## config.mk

```make
export PLATFORM = sky130hd
export DESIGN_NAME = rshf_seq
export DESIGN_NICKNAME = d
export VERILOG_FILES = /design/src/rtl/lc3b_shf_pkg.sv /design/src/rtl/rshf1_step.sv /design/src/rtl/rshf_seq.sv
export SDC_FILE = /design/constraint.sdc
export NUM_CORES = 1
export LEC_CHECK = 0
export ABC_CLOCK_PERIOD_IN_PS = 2500
export CORE_MARGIN = 2
export CORE_UTILIZATION = 47
export CTS_CLUSTER_SIZE = 8
export DETAILED_ROUTE_END_ITERATION = 12
export PLACE_DENSITY_LB_ADDON = 0.2
export SLEW_MARGIN = 15
export SYNTH_ARGS = -nofsm -noshare
export SYNTH_HDL_FRONTEND = slang
export SYNTH_SLANG_ARGS = --single-unit
```

## constraint.sdc

```tcl
create_clock -name clk -period 2.5 [get_ports clk]
set_input_delay 0.375 -clock clk [delete_from_list [all_inputs] [get_ports clk]]
set_output_delay 0.375 -clock clk [all_outputs]
set_load 0.02 [all_outputs]
```

## src/rtl/lc3b_shf_pkg.sv

```systemverilog
// lc3b_shf_pkg: shared state encoding, sizes and shift-mode encodings for the SHF datapath.
package lc3b_shf_pkg;
  localparam int SHF_WIDTH = 16;
  localparam int SHF_AMT_W = 4;
  localparam logic SHF_LOGICAL = 1'b0;
  localparam logic SHF_ARITH = 1'b1;
  typedef enum logic [1:0] {IDLE, SHIFT, DONE} state_t;
endpackage

```

## src/rtl/rshf1_step.sv

```systemverilog
// rshf1_step: combinational single-position right shift with optional sign fill.
module rshf1_step
  import lc3b_shf_pkg::*;
#(
  parameter int WIDTH = SHF_WIDTH
) (
  input  logic [WIDTH-1:0] value,
  input  logic             arith,
  output logic [WIDTH-1:0] shifted
);
  assign shifted = {(arith == SHF_ARITH) & value[WIDTH-1], value[WIDTH-1:1]};
endmodule

```

## src/rtl/rshf_seq.sv

```systemverilog
// rshf_seq: iterative 16-bit right shifter, one position per clock, start/ready/done handshake.
// Optional macro RSHF_LSHF_EN adds a dir input selecting left shift.
module rshf_seq
  import lc3b_shf_pkg::*;
#(
  parameter int WIDTH = SHF_WIDTH,
  parameter int AMT_W = SHF_AMT_W
) (
  input  logic             clk,
  input  logic             rst_n,
  input  logic             start,
  input  logic [WIDTH-1:0] in,
  input  logic [AMT_W-1:0] amount,
  input  logic             arith,
`ifdef RSHF_LSHF_EN
  input  logic             dir,
`endif
  output logic             ready,
  output logic             busy,
  output logic             done,
  output logic [WIDTH-1:0] out
);
  state_t state, state_n;
  logic [AMT_W-1:0] cnt, cnt_n;
  logic [WIDTH-1:0] out_n, rstep, step;
  logic mode, mode_n, accept;
  assign ready = (state == IDLE) || (state == DONE);
  assign busy = state == SHIFT;
  assign done = state == DONE;
  assign accept = start && ready;
  rshf1_step #(.WIDTH(WIDTH)) u_step (.value(out), .arith(mode), .shifted(rstep));
`ifdef RSHF_LSHF_EN
  logic dir_q, dir_n;
  assign step = dir_q ? {out[WIDTH-2:0], 1'b0} : rstep;
  always_ff @(posedge clk or negedge rst_n)
    if (!rst_n) dir_q <= 1'b0;
    else dir_q <= dir_n;
  always_comb dir_n = accept ? dir : dir_q;
`else
  assign step = rstep;
`endif
  always_ff @(posedge clk or negedge rst_n) begin
    if (!rst_n) begin
      state <= IDLE;
      out <= '0;
      cnt <= '0;
      mode <= SHF_LOGICAL;
    end else begin
      state <= state_n;
      out <= out_n;
      cnt <= cnt_n;
      mode <= mode_n;
    end
  end
  // cnt reaches 1 on the final shift, so it never underflows
  always_comb begin
    state_n = state;
    out_n = out;
    cnt_n = cnt;
    mode_n = mode;
    if (accept) begin
      out_n = in;
      cnt_n = amount;
      mode_n = arith;
      state_n = (amount == '0) ? DONE : SHIFT;
    end else if (state == SHIFT) begin
      out_n = step;
      cnt_n = cnt - 1'b1;
      state_n = (cnt == AMT_W'(1)) ? DONE : SHIFT;
    end else if (state == DONE) begin
      state_n = IDLE;
    end
  end
endmodule

```

; ---- After elaboration in Yosys (flattened, before gate mapping)
; Cells that the tools add are included.
[totals]
reg_bits = 23
[op_classes]
reduce_logical = 6
bitwise = 1
eq_ne = 3
addsub = 1
n_mux = 9
[op_table]
columns = op, n
row1 = 16-bit two-way mux, 2
row2 = 2-bit two-way mux, 5
row3 = 4-bit two-way mux, 2
row4 = 4-bit by 1-bit == test with 1-bit output (second input constant), 1
row5 = 4-bit zero test, 1
row6 = 4-bit by 1-bit subtractor with 4-bit output (second input constant), 1
row7 = 3-bit nonzero test, 1
row8 = 2-bit by 1-bit == test with 1-bit output (second input constant), 1
row9 = 2-bit == test (second input constant), 1
row10 = 2-bit zero test, 1
row11 = 2-bit nonzero test, 1
row12 = 1-bit AND, 1
row13 = 1-bit logical AND, 1
row14 = 1-bit logical OR, 1

; ---- Logic depth before layout (Yosys ltp)
; Gate-level depths: netlist (run 1).
[depth]
word_depth = 4
mapped_depth = 6
depth_no_buf = 5

; ---- Cells and area by module
; Synthesis (run 1) repeated with hierarchy kept, for this count alone.
[hier_totals]
hier_cells = 129
area_unflattened_um2 = 1292.5
[modules_own_cells]
columns = module, cells_per_inst, area_each_um2, instances, seq_area_each_um2
row1 = rshf_seq, 113, 1173.6, 1, 575.6
row2 = rshf1_step, 16, 118.9, 1, 0.0

; ---- Least setup slack after synthesis (run 1)
; No wires, ideal clock.
[synth_path]
path_kind = register -> register
start = register state[1]
end = register cnt[1]
period_less_slack_ns = 1.448
setup_time_ns = 0.125
path_stages_with_launch = 6
arrival_time_ns = 1.323
slack_ns = 1.052
path_cell_list = dfrtp_1 -> inv_1 -> ha_1 -> buf_4 -> a21oi_1 -> mux2_2
[synth_lines]
columns = element, line_no
row1 = from (decl), rshf_seq.sv:23  ; state_t state, state_n;
row2 = from (signal assigned), rshf_seq.sv:49  ; state <= state_n;
row3 = 2-bit by 1-bit == test with 1-bit output, --
row4 = net busy, rshf_seq.sv:19  ; output logic busy,
row5 = 2-bit nonzero test (no source line), --
row6 = to (signal assigned), rshf_seq.sv:51  ; cnt <= cnt_n;
row7 = to (decl), rshf_seq.sv:24  ; logic [AMT_W-1:0] cnt, cnt_n;
; The timed path passes the listed nets, and every way through them passes these cells.
; A chain may end at the register's enable or synchronous reset.

; ---- Worst setup path in the final report (run 1)
[layout_path]
start = register state[0]
end = output ready
[layout_between]
elab_chain_cells = 2
[layout_rtl]
columns = element, line_no
row1 = 2-bit == test / 2-bit zero test (equally long branches), rshf_seq.sv:27  ; assign ready = (state == IDLE) || (state == DONE);
row2 = 1-bit logical OR (*), rshf_seq.sv:27
row3 = to (decl), rshf_seq.sv:18  ; output logic ready,
; Every way passes the cells marked *; elsewhere a longest branch is shown, timed or not.

==> results of run 1 <==
[synthesized netlist by cell type (all sizes together) (2+ instances only)]
master	n	area, sq um
inv	5	18.77
xnor2	2	17.52
buf	5	27.53
nand2	2	7.510
a21oi	20	100.1
mux2i	16	160.2
o21ai	3	18.77
ha	5	62.56
dfrtp	23	575.6
mux2	2	22.52
nor2	20	75.07
[report_power, final]
part | internal [mW] | switching, mW
Clock | 0.0622 | 0.110
Combinational | 0.0331 | 0.0135
Sequential | 0.372 | 0
Total | 0.467 | 0.123
[metrics by stage]
stage	hold WS [ps]	cell area, sq um
after global placement	483.9	1623
final	407.2	1649
after CTS	416.8	1649
after global routing	422.2	1649
after detailed placement	501.8	1623
after floorplan	79.41	1170
[final cells by class]
class	count	area (sq um)
clock buffer	4	26.28
fill	182	760.7
inverter	5	18.77
multi-input combinational	79	540.5
sequential	23	575.6
tap	30	37.54
timing repair buffer	46	450.4
[layout by cell type, fill, tap and decap left out, types with 2 or more instances in the layout]
| cell | netlist | final |
|---|---|---|
| ha_1 | 5 | 5 |
| a21oi_1 | 20 | 20 |
| clkbuf_4 | 1 | 3 |
| dfrtp_1 | 23 | 23 |
| inv_1 | 5 | 5 |
| nand2_1 | 2 | 2 |
| clkdlybuf4s50_1 | 0 | 42 |
| xnor2_1 | 2 | 2 |
| mux2_2 | 2 | 2 |
| mux2i_1 | 16 | 16 |
| o21ai_0 | 2 | 2 |
| nor2_1 | 20 | 20 |
| buf_4 | 1 | 4 |
[state kept, by name, summed over array words and instances, names as in the netlist]
signal,count
mode,1
state,2
cnt,4
out,16
[worst max-delay path, cell delays in order, from the launching register on]
cell and delay [ps]:
dfrtp_1 360, inv_1 80, ha_1 240, or2_2 300
clkdlybuf4s50_1 530
[path summary, 6_finish.rpt]
path	cells past startpoint	to	slack, ps
max reg2reg	6	out[2]$_DFFE_PN0P_	630
min in group clk	1	mode$_DFFE_PN0P_	530
max	4	ready	310
max in group asynchronous	2	out[6]$_DFFE_PN0P_	1850
min reg2reg	1	mode$_DFFE_PN0P_	530
min	2	cnt[2]$_DFFE_PN0P_	410
[kinds of logic after synthesis]
group / after synthesis / synth area share
buffers and inverters: 11 / 0.04600
DFF: 23 / 0.4920
xor gates and xnor gates: 3 / 0.02246
muxes: 18 / 0.1561
adders and majority gates: 5 / 0.05348
AOI/OAI and AO/OA: 25 / 0.1166
and+or+nand+nor: 28 / 0.1134
[layer usage]
layer,up-vias,track usage,wire [microns]
li1,475,-,-
met1,444,0.1889,1054
met2,22,0.3537,1308
met3,4,0.03333,77
met4,0,0.06410,22
met5,-,0,0
==> results.yml, run 1 <==
final_layout:
  drive_gt1_frac: 0.08280
  fin_nets: 187
  diodes: 0
  final_cells: 187
  utilization: 0.6843
  areaGrowthSynthToFinish_pct: 40.96
sta:
  fmax_ghz: 0.4561
  period_share: 0.8769
  fin_skew_ps: 8.512
  final-setup-viol-count: 0
  fin_setup_tns_ps: 0
  hold_violations: 0
  period_minus_slack_ps: 2192
  slew-limit-headroom: 0.4897
  rsz0062_at_grt: "no"
  drv_slew: 0
  worst_pin_slew_ps: 765.4
  fin_ws_ps: 307.7
routing:
  vias: 945
  vias_per_cell: 5.053
  wl_microns: 2462
  wl_per_cell_microns: 13.17
  drt_iter0_drc: 4
  drc: 0
  ant_nets: 0
  drt_first_pass_iters: 4
worst_setup_path:
  worstSetupStartpointType: "register"
  critPathArrivalTime_ps: 1820
  cp-startpoint: "state[0]$_DFFE_PN0P_"
  crit_required_ps: 2120
  crit_path_end_kind: "output pin"
  critPathMaxFanout: 3
  crit_type: "reg -> out"
  rr_startpoint: "state[0]$_DFFE_PN0P_"
global_route:
  antenna_found_initial: 0
  grt_max_degree: 24
  grt_pass1_vias: 929
  track_usage: 0.1811
  grt_overflow_total: 0
  grt_pass1_wl_microns: 3767
clock_network:
  cts_tree: "yes"
  cts_sinks: 23
  clk_path_buf_depth: 2
  clock-root-buffer: "clkbuf_4"
  cts_inserted_buffers: 3
  ctsResizeCount: 0
  clk_pin_slew_ps: 130
  clk_latency_ps: 310
  cts-hold-fix-buffers: 0
  post-cts-setup-buffer-count: 0
  htreeDepth: 1
synthesis:
  syn_inst: 113
  synth.net_count: 142
  yosysSeqAreaShare: 0.4920
  async_flop_share: 1.000
  syn_area_sq_um: 1170
  synth_cell_types: 23
  synthFlopType: "dfrtp_1"
  ys_warn_count: 0
  synth_edf_count: 0
  avgSynthCellArea_sq_um: 10.35
  synth-seq-cells: 23
floorplan:
  chipHeight_microns: 53.89
  rows: 18
  io_pins: 43
  initial_core_util: 0.4855
  die_w_microns: 53.89
  core-area_sq_um: 2410
  dieArea_sq_um: 2904
place:
  io_buffers: 42
  dpl_worst_slack_ps: 669.8
  gp_congestion: 0.7129
  placedCellCount: 183
  dp_hpwl_microns: 1832
outcome:
  status: "complete, no violations"
power:
  ir_drop_mv: 0.3142
  p_total_mw: 0.5904
  cellLeakagePower_nw: 0.6369
  power_density_nw_per_um2: 358.0
hold_path:
  hp-class: "in -> async"
run:
  drv_cap: 0
Power figures use the tool's default switching activity.
==> run 2, diff against run 1 <==
CORE_UTILIZATION = 60   (was 47)
DONT_BUFFER_PORTS = 1   (was default)
==> run 2 against run 1 <==
  * Highest routed layer unchanged
  * Core utilization increased by 0.69 points
  * Total power is 7.2% lower
  * Non-clock buffer count down 41
  * Routed wire length fell by 22%
  * Worst setup slack better by 310 ps
  * Hold slack got worse by 210 ps
  * Clock skew fell by 3.5 ps
  * Register-to-register slack about the same
  * Sequential power is essentially flat
  * Fmax grew 17%
  * Critical path depth increased by 2
==> results.yml, run 2 (synthesized netlist as in run 1, its figures left out) <==
sta:
  fin_skew_ps: 4.985
  fmax_ghz: 0.5323
  fin_setup_tns_ps: 0
  rsz0062_at_grt: "no"
  final-setup-viol-count: 0
  period_share: 0.7515
  worst_pin_slew_ps: 1023
  fin_ws_ps: 621.2
  period_minus_slack_ps: 1879
  drv_slew: 0
  whs_ps: 194.1
  hold_violations: 0
  slew-limit-headroom: 0.3160
global_route:
  track_usage: 0.1772
  grt_overflow_total: 0
  grt_pass1_vias: 730
  grt_pass1_wl_microns: 2829
  grt_max_degree: 24
  antenna_found_initial: 0
power:
  cellLeakagePower_nw: 0.4717
  ir_drop_mv: 0.3611
  power_frac_comb: 0.017
  clkPwrFrac: 0.304
  p_seq_frac: 0.679
  p_total_mw: 0.5477
  power_density_nw_per_um2: 444.4
  intPower_mw: 0.4362
  p_sw_mw: 0.1115
  switching_share: 0.2035
floorplan:
  chipHeight_microns: 48.16
  core-area_sq_um: 1783
  io_pins: 43
  rows: 15
  dieArea_sq_um: 2319
  initial_core_util: 0.6561
  die_w_microns: 48.16
clock_network:
  cts_tree: "yes"
  clk_path_buf_depth: 2
  htreeDepth: 1
  cts_sinks: 23
  clk_latency_ps: 300
  cts_inserted_buffers: 3
  clk_pin_slew_ps: 120
  clock-root-buffer: "clkbuf_4"
worst_setup_path:
  critPathMaxFanout: 16
  crit_path_end_kind: "register"
  crit_required_ps: 2740
  cp-startpoint: "state[0]$_DFFE_PN0P_"
  crit_type: "reg -> reg"
  worstSetupStartpointType: "register"
  critPathArrivalTime_ps: 2120
  rr_startpoint: "state[0]$_DFFE_PN0P_"
final_layout:
  utilization: 0.6912
  reg_top3: "out x16, cnt x4, state x2"
  regMostFlops: "out"
  fill_cells: 152
  final_cell_mix: "dfrtp_1 (23), nor2_1 (20), a21oi_1 (20)"
  drive_gt1_frac: 0.1121
  areaGrowthSynthToFinish_pct: 5.347
  fin_nets: 146
  largest_register_ff_count: 16
  diodes: 0
  mostFrequentLayoutCell: "dfrtp_1"
place:
  io_buffers: 0
  gp_congestion: 0.6876
  dp_hpwl_microns: 1451
  dpl_worst_slack_ps: 649.3
run:
  drv_cap: 0
routing:
  drt_iter0_drc: 13
  ant_nets: 0
  vias_per_cell: 5.539
  wl_microns: 1932
  vias: 781
  wl_per_cell_microns: 13.70
  drc: 0
  drt_first_pass_iters: 3
hold_path:
  hp-class: "in -> reg"
  hold_start: "in[15]"
outcome:
  status: "complete, no violations"
[run 2: cell types whose count changed in the layout (fill, tap and decap cells not counted)]
cell,change
clkdlybuf4s50_1,-42
dlygate4sd3_1,+1
[run 2: power groups by stage]
| stage | Clock, mW | Sequential, mW | Combinational (mW) |
|---|---|---|---|
| floorplan | 0 | 0.379 | 0.00133 |
| global placement | 0 | 0.379 | 0.00149 |
| detailed placement | 0 | 0.379 | 0.00142 |
| CTS | 0.172 | 0.372 | 0.00974 |
| global route | 0.181 | 0.372 | 0.0110 |
| finish | 0.166 | 0.372 | 0.00932 |
[run 2: through the flow]
stage / cells / cell area (sq um)
after floorplan: 113 / 1170
after global placement: 136 / 1196
after detailed placement: 136 / 1196
after CTS: 141 / 1232
after global routing: 141 / 1232
final: 141 / 1232
[run 2: final timing paths]
check,cells past startpoint,endpoint,slack (ps)
hold reg to reg,1,mode$_DFFE_PN0P_,530
setup reg to reg,6,out[9]$_DFFE_PN0P_,620
setup / recovery,6,out[9]$_DFFE_PN0P_,620
min in group asynchronous,1,out[15]$_DFFE_PN0P_,680
max in group asynchronous,1,cnt[3]$_DFFE_PN0P_,1210
hold / removal,2,out[15]$_DFFE_PN0P_,190
[run 2: metal layers]
metal	GRT usage	wire (microns)	up-vias
met5	0	0	-
met1	0.1917	809	360
met4	0.06486	19	0
li1	-	-	393
met3	0.05926	117	4
met2	0.3184	984	24
[run 2: final cells by class]
type | instances | area, sq um | area share
clock buffer | 4 | 26.28 | 0.02132
sequential | 23 | 575.6 | 0.4670
multi-input combinational | 79 | 540.5 | 0.4386
timing repair buffer | 5 | 40.04 | 0.03249
tap | 25 | 31.28 | 0.02538
inverter | 5 | 18.77 | 0.01523
[run 2: what timing repair did]
action	in CTS	in global routing
endpoints found under the hold margin	23	0
hold buffers	1	0
buffers inserted	0	0
resized for setup	0	0
[run 2: critical path, cell delays in order, from the launching register on]
cell	delay [ps]
dfrtp_1	360
inv_1	70
ha_1	300
o21ai_2	580
buf_4	320
nor2_1	50
a21oi_1	120
